### src/rtl/dmem_arbiter.sv
// Data-memory arbiter: the pipeline MEM stage owns the single-port memory by default,
// the debug unit gets idle-slot, forced (after a bounded wait) or locked burst access.
module dmem_arbiter #(
    parameter int ADDR_W   = 8,
    parameter int MAX_WAIT = 4,
    parameter int CNT_W    = 16
) (
    input  logic              clk,
    input  logic              reset,
    input  logic [31:0]       pipe_addr,
    input  logic [31:0]       pipe_wdata,
    input  logic              pipe_re,
    input  logic              pipe_we,
    output logic [31:0]       pipe_rdata,
    output logic              pipe_stall,
    input  logic              dbg_req,
    input  logic              dbg_we,
    input  logic [ADDR_W-1:0] dbg_addr,
    input  logic [31:0]       dbg_wdata,
    input  logic              dbg_lock,
    output logic              dbg_ack,
    output logic [31:0]       dbg_rdata,
    output logic [ADDR_W-1:0] mem_addr,
    output logic [31:0]       mem_wdata,
    output logic              mem_we,
    output logic              mem_re,
    input  logic [31:0]       mem_rdata,
    output logic [CNT_W-1:0]  dbg_grant_cnt
);

    localparam int WAIT_W = (MAX_WAIT < 1) ? 1 : $clog2(MAX_WAIT + 1);

    typedef enum logic [1:0] {
        ST_PIPE = 2'd0,
        ST_DBG  = 2'd1,
        ST_LOCK = 2'd2
    } state_t;

    state_t             state_r;
    state_t             state_nx_s;
    logic [WAIT_W-1:0]  wait_cnt_r;
    logic [WAIT_W-1:0]  wait_nx_s;
    logic               dbg_ack_r;
    logic [31:0]        dbg_rdata_r;
    logic [CNT_W-1:0]   grant_cnt_r;

    logic               pipe_active_s;
    logic               dbg_pending_s;
    logic               dbg_access_s;
    logic               wait_full_s;
    logic [ADDR_W-1:0]  mem_addr_s;
    logic [31:0]        mem_wdata_s;
    logic               mem_we_s;
    logic               mem_re_s;
    logic [31:0]        pipe_rdata_s;
    logic               pipe_stall_s;

    function automatic logic [CNT_W-1:0] sat_inc(input logic [CNT_W-1:0] val);
        logic [CNT_W-1:0] res;
        if (val == {CNT_W{1'b1}}) begin
            res = val;
        end else begin
            res = val + {{(CNT_W-1){1'b0}}, 1'b1};
        end
        return res;
    endfunction

    assign pipe_active_s = pipe_re | pipe_we;
    // A request whose ack is showing this cycle must not be granted again.
    assign dbg_pending_s = dbg_req & ~dbg_ack_r;
    assign wait_full_s   = (wait_cnt_r == WAIT_W'(MAX_WAIT));

    // Next-state, wait counter and memory-port steering.
    always_comb begin
        state_nx_s   = state_r;
        wait_nx_s    = wait_cnt_r;
        dbg_access_s = 1'b0;
        mem_addr_s   = dbg_addr;
        mem_wdata_s  = dbg_wdata;
        mem_we_s     = 1'b0;
        mem_re_s     = 1'b0;
        pipe_rdata_s = 32'h0000_0000;
        pipe_stall_s = 1'b0;
        case (state_r)
            ST_PIPE: begin
                mem_addr_s  = pipe_addr[ADDR_W+1:2];
                mem_wdata_s = pipe_wdata;
                mem_we_s    = pipe_we;
                mem_re_s    = pipe_re;
                if (pipe_re) begin
                    pipe_rdata_s = mem_rdata;
                end else begin
                    pipe_rdata_s = 32'h0000_0000;
                end
                if (!dbg_pending_s) begin
                    wait_nx_s = {WAIT_W{1'b0}};
                end else if (!pipe_active_s || wait_full_s) begin
                    state_nx_s = ST_DBG;
                    wait_nx_s  = {WAIT_W{1'b0}};
                end else begin
                    wait_nx_s = wait_cnt_r + {{(WAIT_W-1){1'b0}}, 1'b1};
                end
            end
            ST_DBG: begin
                pipe_stall_s = 1'b1;
                dbg_access_s = 1'b1;
                mem_we_s     = dbg_we;
                mem_re_s     = ~dbg_we;
                wait_nx_s    = {WAIT_W{1'b0}};
                if (dbg_lock) begin
                    state_nx_s = ST_LOCK;
                end else begin
                    state_nx_s = ST_PIPE;
                end
            end
            ST_LOCK: begin
                pipe_stall_s = 1'b1;
                wait_nx_s    = {WAIT_W{1'b0}};
                if (dbg_pending_s) begin
                    dbg_access_s = 1'b1;
                    mem_we_s     = dbg_we;
                    mem_re_s     = ~dbg_we;
                end else if (!dbg_lock) begin
                    state_nx_s = ST_PIPE;
                end else begin
                    state_nx_s = ST_LOCK;
                end
            end
            default: begin
                state_nx_s = ST_PIPE;
                wait_nx_s  = {WAIT_W{1'b0}};
            end
        endcase
    end

    // State, debug completion and grant counter registers.
    always_ff @(posedge clk) begin
        if (reset) begin
            state_r     <= ST_PIPE;
            wait_cnt_r  <= {WAIT_W{1'b0}};
            dbg_ack_r   <= 1'b0;
            dbg_rdata_r <= 32'h0000_0000;
            grant_cnt_r <= {CNT_W{1'b0}};
        end else begin
            state_r    <= state_nx_s;
            wait_cnt_r <= wait_nx_s;
            dbg_ack_r  <= dbg_access_s;
            if (dbg_access_s) begin
                grant_cnt_r <= sat_inc(grant_cnt_r);
                if (!dbg_we) begin
                    dbg_rdata_r <= mem_rdata;
                end
            end
        end
    end

    // Reset blocks any memory access in the reset cycle, aborting an in-flight debug write.
    assign mem_we        = mem_we_s & ~reset;
    assign mem_re        = mem_re_s & ~reset;
    assign mem_addr      = mem_addr_s;
    assign mem_wdata     = mem_wdata_s;
    assign pipe_rdata    = pipe_rdata_s;
    assign pipe_stall    = pipe_stall_s;
    assign dbg_ack       = dbg_ack_r;
    assign dbg_rdata     = dbg_rdata_r;
    assign dbg_grant_cnt = grant_cnt_r;

endmodule

### config.mk
export PLATFORM = sky130hd
export DESIGN_NAME = dmem_arbiter
export DESIGN_NICKNAME = d
export VERILOG_FILES = /design/src/rtl/dmem_arbiter.sv
export SDC_FILE = /design/constraint.sdc
export NUM_CORES = 1
export LEC_CHECK = 0
export ABC_AREA = 1
export CAP_MARGIN = 20
export CORE_ASPECT_RATIO = 0.6
export CORE_UTILIZATION = 35
export CTS_CLUSTER_SIZE = 28
export DETAILED_ROUTE_END_ITERATION = 8
export GPL_TIMING_DRIVEN = 0
export PLACE_DENSITY = 0.86
export SETUP_SLACK_MARGIN = 0.2
export SLEW_MARGIN = 0
export SYNTH_ARGS = -nofsm -noshare
export SYNTH_HDL_FRONTEND = slang
export SYNTH_SLANG_ARGS = --single-unit
### constraint.sdc
create_clock -name clk -period 4.35 [get_ports clk]
set_clock_uncertainty 0.05 [all_clocks]
set_input_delay 0.87 -clock clk [delete_from_list [all_inputs] [get_ports clk]]
set_output_delay 0.87 -clock clk [all_outputs]
set_load 0.01 [all_outputs]
After elaboration in Yosys (flattened, before gate mapping)
Index checks and enable logic that the tools add are counted.

storage, ports and cells
  flip-flop bits (word level) = 54
  output and inout bits = 124
  word-level logic and storage cells = 48

cells by class
  add/subtract/negate cells = 2
  equal/unequal tests = 7
  mux-type cells = 16
  bitwise operators = 10
  reduce and logical (&&, ||, !) cells = 8

operators with widths
  kind                   number
  $mux 32                3
  $add 16x1->16 const B  1
  $eq 16x16->1 const B   1
  $mux 2                 4
  $mux 8                 1
  $ne 2x2->1 const B     3
  $not 1->1              6
  $pmux 1 s3             2
  $pmux 2 s3             1
  $mux 1                 4
  $reduce_and 2->1       2
  $reduce_or 4->1        1
  $add 3x1->3 const B    1
  $and 1x1->1            3
  $eq 3x3->1 const B     1
  $reduce_and 3->1       1
  $eq 2x1->1 const B     1
  $eq 2x2->1 const B     1
  $logic_not 2->1        1
  $pmux 1 s2             1
  $reduce_or 2->1        1
  $logic_not 1->1        1
  $logic_or 1x1->1       1
  $or 1x1->1             1

Longest topological paths before layout
  depth after elaboration = 6
  gate-level depth with buffers = 10
  gate-level depth less buffers = 10

Worst setup path after synthesis
Ideal clock, no wire load.

  kind = input to output
  from = in reset
  to = out mem_re
  arrival = 1.461 ns
  data required time = 3.430 ns
  path slack = 1.969 ns
  stages on the path = 3
  cell sequence = buf_2 > nor2_1 > a21boi_0

between the ends
  word-level cells in the longest chain between the ends = 2

RTL lines
  item         RTL line  RTL
  from (decl)  9         input logic reset,
  $not 1->1    159       assign mem_re = mem_re_s & ~reset;
  $and 1x1->1  159
  to (decl)    26        output logic mem_re,

Every way passes these cells.

Final worst setup path
  from = in pipe_re
  to = out pipe_rdata[25]

between the ends
  word-level cells in the longest chain between the ends = 2

RTL lines
  item         RTL line  RTL
  from (decl)  12        input logic pipe_re,
  $mux 32      90        if (pipe_re) begin
  $mux 32      84        case (state_r)
  to (decl)    14        output logic [31:0] pipe_rdata,

Every way passes these cells.

==> summary.txt <==
slowest CP cell: clkdlybuf4s50_1
Top Usage Layer GRT: met2
multiplexer share of the synthesized area: 0%
gr usage total: 25.12%
Post-synth EDFFs: 0
Rows: 26
die area: 9602 um^2
area share of the largest cell type after synthesis: 33.57%
total power: 1.473 mW
gpl congestion: 0.9451
status: finished clean
worst path cell trace: clkdlybuf4s50_1 > nand2_1 > clkbuf_1 > nor2_1 > clkdlybuf4s50_1
post-synthesis sequential area ratio: 33.57%
DP HPWL: 9808 um
Syn Inst Count: 545
main area contributors after synthesis: dfxtp_1, nand2_1, nor2_1
complex-gate fraction of the synthesized area: 7.692%
minimum clock period: 3446 ps
largest area contributor in the netlist: dfxtp_1
worst-path fanout max: 10
Worst Setup SP: pipe_re
area share of and/or/nand/nor cells after synthesis: 44.79%
Worst VDD drop: 0.1798 mV
FF-to-FF Start: state_r[0]
Avg Synthesized Cell Area: 5.909 um^2
sequential share of power: 34.5%
CTS buffer count: 5
clk_lat worst skew: 290 ps
Critical Path Source Type: input pin
clock slew at reported path FFs: 70 ps
final hold viol count: 0
Congestion Overflow GR: 0
Clock Path Buffers: 2
Ys Warns: 0
Achievable Freq: 290.2 MHz
Final setup violation count: 0
PwrDens: 248.2 nW/um^2
Switching Share: 27.91%
Cell Area, Synth: 3221 um^2
fraction of met1 tracks used by global routing: 28.38%
number of vias per cell: 4.791
met2 Resource Use GR: 45.83%
largest net degree at the start of global routing: 16
Setup Fix Bufs, Post-CTS: 0
die width: 125.8 um
Netlist cell types: 24
most common cell after layout, fill and taps aside: clkdlybuf4s50_1
R2R Setup Slk: 2580 ps
Hold WC Path Type: reg2reg
WL final: 12190 um
I/O pin count: 267
die height: 76.31 um
Cells after DPL: 898
post-cts gate resize count: 0
P&R area growth vs syn: 84.30%
via count: 4341
ys async rst share: 0%
nets: 943
min-delay src: dbg_rdata[4]
Worst Path Arrival: 2530 ps
drt first-iter violations: 180
Crit path top cell by count: clkdlybuf4s50_1
final worst path period share: 79.22%
Ant. Diodes: 0
DR WL/cell: 13.46 um
CTS tree: yes
synthesized net count: 695
Core ar.: 8718 um^2
Root Driver: clkbuf_16
most frequent cells in the layout: clkdlybuf4s50_1, nand2_1, nor2_1, nand3_1, dfxtp_1
vias in the first global route: 4175
Slew Limit Fails: 0
DRT Pass-1 Iters: 4
Max-Slew Margin vs Limit: 69.28%
WS Path Type: in2out
combinational family with the most area after synthesis: simple AND/OR/NAND/NOR gates
post-synthesis xor/xnor area fraction: 0.2720%
Worst setup EP type: primary output
Setup Total Neg Slack: 0 ps
combinational group share of total power: 35.4%
net switching power: 0.4110 mW
critical path's largest stage delay: 590 ps
clock network fraction of design power: 30.2%
hold-fix buffers at CTS: 0
#FFs+latches synth: 54
CTS H-tree lvls: 2
Adder-Cell Fraction of Synth Area: 2.720%
worst-margin pin slew: 460.8 ps
Post-synth top flop: dfxtp_1
RSZ-0062 raised after global routing: no
M3 GR Usage: 6.390%
Initial Utilization: 36.94%
Max-Cap Viols: 0
final std cells w/o fill: 906
worst path required time: 3430 ps
# DRC: 0
Pleak: 2.466 nW
clk sinks: 54
first-pass GRT wire length: 19570 um
Buffers on Ports: 241
Power Internal: 1.062 mW
layout cell share with drive strength beyond 1: 3.778%
initial antenna violation count: 0
antenna-violating nets left: 0
## kinds of logic after synthesis
kind of cell,after synthesis
fa+ha+maj,7
buf+inv,83
flops,54
compound gates,49
simple gates,351
xor+xnor,1
## cells in the mapped netlist (2+ instances only)
library cell / instances
ha_1: 7
nand3_1: 54
nor2_1: 82
a21oi_1: 47
nand2_1: 202
clkinv_1: 2
buf_4: 7
clkbuf_1: 17
nor2_2: 3
nand2_2: 3
dfxtp_1: 54
inv_1: 51
nand3_2: 2
buf_2: 4
## critical path: cells and delay by family
kind	cells	cell delay [ps]
AND/OR/NAND/NOR	2	340
buffers and inverters	3	1310
## power groups by stage
stage / Sequential [mW] / Combinational, mW / Clock [mW]
floorplan: 0.520 / 0.194 / 0
global placement: 0.518 / 0.511 / 0
detailed placement: 0.519 / 0.521 / 0
CTS: 0.508 / 0.524 / 0.449
global route: 0.508 / 0.568 / 0.473
finish: 0.508 / 0.521 / 0.444
## state kept, by name, summed over array words and instances (netlist names)
signal,count
dbg_rdata,32
dbg_grant_cnt,16
wait_cnt_r,3
state_r,2
dbg_ack,1
## per-layer routing
metal  share of wire, %  routed length, um
met5                  0                  0
met3                7.7                935
met1                 40               4930
met4                3.1                374
met2                 49               5954
## final timing paths
path / to / cells past startpoint
worst max register to register: state_r[1] / 9
worst min register to register: dbg_rdata[4] / 2
worst max-delay path: pipe_rdata[25] / 5
worst min-delay path: dbg_rdata[4] / 2
## through the flow
step	setup slack, ps	utilization (%)	instance area (um^2)	hold WS (ps)
3_5_place_dp	874.0	66.22	5773	397.5
3_3_place_gp	866.4	66.22	5773	377.6
2_1_floorplan	1969	-	3221	367.3
4_1_cts	871.8	68.08	5936	412.2
6_report	903.9	68.08	5936	411.1
5_1_grt	773.6	68.08	5936	427.8
## cell type report
class | instances | area [um^2]
plain buffers | 29 | 147.6
clock buffers | 7 | 132.6
clock inverters | 1 | 30.03
fillers | 691 | 2783
inverters | 54 | 205.2
multi-input cells | 408 | 1787
flip-flops and latches | 54 | 1081
well taps | 112 | 140.1
repair buffers | 241 | 2412
Power figures use the tool's default switching activity.
